==> config.mk <==
export PLATFORM = sky130hd
export DESIGN_NAME = multi_target_led_control
export DESIGN_NICKNAME = d
export VERILOG_FILES = /design/src/rtl/multi_target_led_control.sv
export SDC_FILE = /design/constraint.sdc
export NUM_CORES = 1
export LEC_CHECK = 0
export ABC_AREA = 0
export BUFFER_PORTS_ARGS = -buffer_cell sky130_fd_sc_hd__buf_2
export CORE_UTILIZATION = 60
export DETAILED_ROUTE_END_ITERATION = 10
export PLACE_DENSITY = 0.9
export SLEW_MARGIN = 20
export SYNTH_ARGS = -nofsm -noshare
export SYNTH_HDL_FRONTEND = slang
export SYNTH_SLANG_ARGS = --single-unit
==> constraint.sdc <==
create_clock -name clk -period 9.8 [get_ports clk]
set_clock_uncertainty 0.05 [all_clocks]
set_input_delay 1.47 -clock clk [delete_from_list [all_inputs] [get_ports clk]]
set_output_delay 1.47 -clock clk [all_outputs]
set_load 0.05 [all_outputs]
==> src/rtl/multi_target_led_control.sv <==
// Multi-target LED game controller: spawns, hit detection, timeouts and wrong-press reporting.
// Optional unlit-press reporting is built only when LED_CTRL_WRONG_PRESS_EN is defined.
module multi_target_led_control #(
   parameter int NUM_LEDS      = 18,
   parameter int POS_W         = 5,
   parameter int MAX_ACTIVE    = 3,
   parameter int TIMEOUT_TICKS = 8
) (
   input  logic                               clk,
   input  logic                               rst,
   input  logic                               spawn_tick,
   input  logic [POS_W-1:0]                   random_pos,
   input  logic                               age_tick,
   input  logic [NUM_LEDS-1:0]                sw,
   output logic [NUM_LEDS-1:0]                led_mask,
   output logic [$clog2(MAX_ACTIVE+1)-1:0]    active_count,
   output logic [NUM_LEDS-1:0]                hit_mask,
   output logic [NUM_LEDS-1:0]                miss_mask,
   output logic                               wrong_pulse
);

   localparam int CNT_W = $clog2(MAX_ACTIVE+1);
   localparam int AGE_W = (TIMEOUT_TICKS > 0) ? $clog2(TIMEOUT_TICKS+1) : 1;
   localparam logic [AGE_W-1:0] AGE_LAST = (TIMEOUT_TICKS > 0) ? AGE_W'(TIMEOUT_TICKS-1) : '0;

   logic [NUM_LEDS-1:0] s1, s2, s3;
   logic [NUM_LEDS-1:0] press;
   logic [NUM_LEDS-1:0] spawn_vec;
   logic [NUM_LEDS-1:0] expire;
   logic [NUM_LEDS-1:0] hit_nxt, miss_nxt, led_nxt;
   logic [CNT_W-1:0]    cnt_nxt;
   logic                spawn_ok;
   logic [AGE_W-1:0]    age     [NUM_LEDS];
   logic [AGE_W-1:0]    age_nxt [NUM_LEDS];

   // All decisions below look only at pre-edge state; results land together at the edge.
   always_comb begin
      press    = s2 & ~s3;
      spawn_ok = spawn_tick && (32'(random_pos) < NUM_LEDS) && (32'(active_count) < MAX_ACTIVE);
      for (int i = 0; i < NUM_LEDS; i++) begin
         spawn_vec[i] = spawn_ok && (32'(random_pos) == i) && !led_mask[i];
         expire[i]    = (TIMEOUT_TICKS > 0) && age_tick && led_mask[i] && (age[i] == AGE_LAST);
         age_nxt[i]   = age[i];
         if (spawn_vec[i])
            age_nxt[i] = '0;
         else if (led_mask[i] && age_tick && !expire[i])
            age_nxt[i] = age[i] + AGE_W'(1);
      end
      // A press beats a simultaneous timeout on the same LED.
      hit_nxt  = led_mask & press;
      miss_nxt = expire & ~press;
      led_nxt  = (led_mask & ~hit_nxt & ~miss_nxt) | spawn_vec;
      cnt_nxt  = '0;
      for (int i = 0; i < NUM_LEDS; i++)
         cnt_nxt = cnt_nxt + CNT_W'(led_nxt[i]);
   end

   always_ff @(posedge clk) begin
      if (rst) begin
         s1           <= '0;
         s2           <= '0;
         s3           <= '0;
         led_mask     <= '0;
         active_count <= '0;
         hit_mask     <= '0;
         miss_mask    <= '0;
         for (int i = 0; i < NUM_LEDS; i++)
            age[i] <= '0;
      end else begin
         s1           <= sw;
         s2           <= s1;
         s3           <= s2;
         led_mask     <= led_nxt;
         active_count <= cnt_nxt;
         hit_mask     <= hit_nxt;
         miss_mask    <= miss_nxt;
         for (int i = 0; i < NUM_LEDS; i++)
            age[i] <= age_nxt[i];
      end
   end

`ifdef LED_CTRL_WRONG_PRESS_EN
   // Any number of unlit presses in one cycle collapse into a single pulse.
   always_ff @(posedge clk) begin
      if (rst)
         wrong_pulse <= 1'b0;
      else
         wrong_pulse <= |(press & ~led_mask);
   end
`else
   assign wrong_pulse = 1'b0;
`endif

endmodule

==> impl_metrics.json <==
{
  "status": "complete, no violations",
  "cts_resized": 0,
  "cts-root-buf": "clkbuf_16",
  "die_x_microns": 115,
  "crit_path_frequent_cell": "fa_1",
  "async_reset_ff_frac": 0,
  "dr.pass1.iters": 5,
  "synth-simple-area-share": 0.282,
  "use_met2": 0.431,
  "crit_path_end_kind": "register",
  "grt_max_degree": 65,
  "maxSlewViolCount": 0,
  "switching_power_w": 0.000353,
  "setup_violations": 0,
  "remaining_drc_errors": 0,
  "drt_iter0_markers": 606,
  "synth_top_area_cell": "dfxtp_1",
  "worstPathMaxFanout": 53,
  "clock-sinks": 182,
  "grtUsageMet3": 0.0720,
  "core_area_sq_um": 12200,
  "synth_top_family_by_area": "simple AND/OR/NAND/NOR gates",
  "syn-instance-count": 796,
  "synth.distinct_cells": 48,
  "dp_cells": 1017,
  "clk_latency_ns": 0.43,
  "nNetsFinal": 922,
  "yosysWarningCount": 0,
  "grt-ovfl-total": 0,
  "fmax_mhz": 156,
  "synth_xor_area_frac": 0.00936,
  "dr_total_vias": 6329,
  "ys_ff_latch": 182,
  "syn_to_final_growth_pct": 14.9,
  "arrival_ns": 6.71,
  "port-buffer-count": 82,
  "place.gp.congestion": 0.832,
  "hold_violations": 0,
  "ant_nets": 0,
  "clk_pin_slew_ns": 0.07,
  "syn_nets": 850,
  "postPlaceCellArea_sq_um": 8130,
  "startpoint_type": "input port",
  "hold_path_class": "register to register",
  "yosysTopAreaCellShare": 0.478,
  "grt_pass1_wl_mm": 27.4,
  "powerDensity_nw_per_um2": 178,
  "synth-compound-area-share": 0.145,
  "period_share": 0.656,
  "slew-limit-headroom": 0.335,
  "maxCapViolCount": 0,
  "synth-edff-count": 0,
  "hold_buffers": 0,
  "cts_tree": "yes",
  "synthFlopType": "dfxtp_1",
  "muxShareOfSynthArea": 0.0105,
  "antenna_found_initial": 1,
  "initial_core_util": 0.624,
  "ioPinCount": 84,
  "max-vdd-ir-drop_mv": 0.210,
  "dp_hpwl_mm": 11.1,
  "rsz0062_at_grt": "no",
  "p_clk_frac": 0.463,
  "setup_tns_ns": 0,
  "p_seq_frac": 0.486,
  "dieHeight_microns": 115,
  "max_stage_delay_ns": 0.65,
  "grt_most_used_layer": "met2",
  "layout-drive-gt1-share": 0.141,
  "crit_required_ns": 10.08,
  "stdcell_count": 1049,
  "post-route-util": 0.717,
  "numCtsBuffers": 17,
  "wl_per_cell_microns": 16.1,
  "htreeDepth": 4,
  "seq_area_frac_synth": 0.478,
  "period_minus_slack_ns": 6.43,
  "clock_path_buffers": 2,
  "crit_slowest_cell": "clkinv_1",
  "finish.instance_area_sq_um": 8750,
  "whs_ns": 0.384,
  "path_cells": "buf_2, buf_4, clkinv_1, o211ai_1, nand2_1, fa_1, fa_1, fa_1, fa_1, inv_1, fa_1, inv_1, ha_1, xnor2_1, xnor3_1, mux2i_1",
  "p_sw_frac": 0.227,
  "nFillCells": 912,
  "synthTopCellsByArea": "dfxtp_1, a21oi_1, nor2b_1, o21ai_0, ha_1",
  "grt_pass1_vias": 5682,
  "rows": 40,
  "use_met1": 0.343,
  "grt_use_total": 0.265,
  "worst-setup-path-type": "input port to register",
  "postCtsSetupBuffers": 0,
  "intPower_w": 0.00121,
  "power_leakage_nw": 3.39,
  "tightest_slew_ns": 0.985,
  "dieArea_sq_um": 13200,
  "wl_mm": 16.9,
  "mappedNetlistArea_sq_um": 7620,
  "syn_avg_cell_area_sq_um": 9.57,
  "vias_per_cell": 6.03,
  "synthAdderAreaFrac": 0.0522,
  "power_frac_comb": 0.051
}
## sequential cells by signal, summed over array words and instances, names as in the netlist
| register | cells |
|---|---|
| active_count | 2 |
| miss_mask | 18 |
| s1 | 18 |
| hit_mask | 18 |
| age | 72 |
| s3 | 18 |
| s2 | 18 |
| led_mask | 18 |
## critical path, delay by kind of cell
family	cells	cell delay, ns
adders and majority gates	6	2.73
buffers and inverters	5	1.31
xor gates and xnor gates	2	0.54
AOI/OAI and AO/OA	1	0.40
and+or+nand+nor	1	0.12
muxes	1	0.12
## path summary, 6_finish.rpt
check / from / to / slack [ns] / cells after the start
worst max-delay path: age_tick / active_count[1]$_SDFF_PP0_ / 3.37 / 16
worst min-delay path: s1[4]$_SDFF_PP0_ / s2[4]$_SDFF_PP0_ / 0.38 / 1
worst min register to register: s1[4]$_SDFF_PP0_ / s2[4]$_SDFF_PP0_ / 0.38 / 1
worst max register to register: active_count[0]$_SDFF_PP0_ / active_count[1]$_SDFF_PP0_ / 4.58 / 15
## power by group through the flow
stage                     sequential (W)  clock [W]  combinational (W)
final                           0.000757   0.000722          0.0000796
after global routing            0.000758   0.000761          0.0000872
after global placement          0.000773          0          0.0000761
after detailed placement        0.000774          0          0.0000783
after CTS                       0.000757   0.000728          0.0000789
after floorplan                 0.000778          0          0.0000516
## layout make-up
cell class / instances / area [sq um] / share of cell area
antenna: 1 / 2.50 / 0.000286
inverter: 9 / 33.8 / 0.00386
timing repair buffer: 85 / 435 / 0.0497
clock inverter: 14 / 198 / 0.0226
sequential: 182 / 3640 / 0.416
tap: 168 / 210 / 0.0240
multi-input combinational: 573 / 3800 / 0.435
clock buffer: 17 / 425 / 0.0486
## cells in the final DEF, fill, tap and decap left out, types with 24 or more instances in the layout
| cell | count |
|---|---|
| a21oi_1 | 74 |
| buf_2 | 81 |
| dfxtp_1 | 182 |
| nand2_1 | 45 |
| or4_1 | 27 |
| o21ai_0 | 54 |
| nand4_1 | 24 |
| nand3_1 | 32 |
| nor2b_1 | 56 |
## layer usage
metal | share of wire | up-vias
met5 | 0 | -
met4 | 0.016 | 0
met3 | 0.067 | 27
met2 | 0.48 | 204
met1 | 0.44 | 3016
li1 | - | 3082
## cell usage after synthesis (2+ instances only)
cell / n
a211oi_1: 9
a21oi_1: 74
a31oi_1: 9
a41o_1: 8
and2_1: 11
and3b_1: 18
buf_1: 6
buf_2: 5
clkbuf_1: 18
dfxtp_1: 182
fa_1: 8
ha_1: 19
inv_1: 8
mux2i_1: 8
nand2_1: 45
nand2b_1: 20
nand3_1: 32
nand3b_1: 22
nand4_1: 24
nor2_1: 21
nor2b_1: 56
nor3_1: 6
nor3b_1: 22
nor4b_1: 16
o211ai_1: 17
o21ai_0: 54
o41ai_1: 8
or2_2: 2
or3_1: 19
or3b_2: 3
or4_1: 27
xnor2_1: 2
xnor3_1: 2
## kinds of logic (layout without fill, tap and decap cells)
kind of cell             after synthesis  after routing
multiplexers                           8              8
buffers and inverters                 41            125
other                                  1              2
AND/OR/NAND/NOR                      347            347
flip-flops                           182            182
adder cells (fa/ha/maj)               27             27
XOR/XNOR                               5              5
AO/OA/AOI/OAI                        185            185
## metrics by stage
step	total power (W)	setup slack, ns
after floorplan	0.000830	3.64
after global placement	0.000850	3.03
after detailed placement	0.000852	2.96
after CTS	0.00156	3.40
after global routing	0.00161	3.10
final	0.00156	3.37
(Power assumes the default switching activity.)
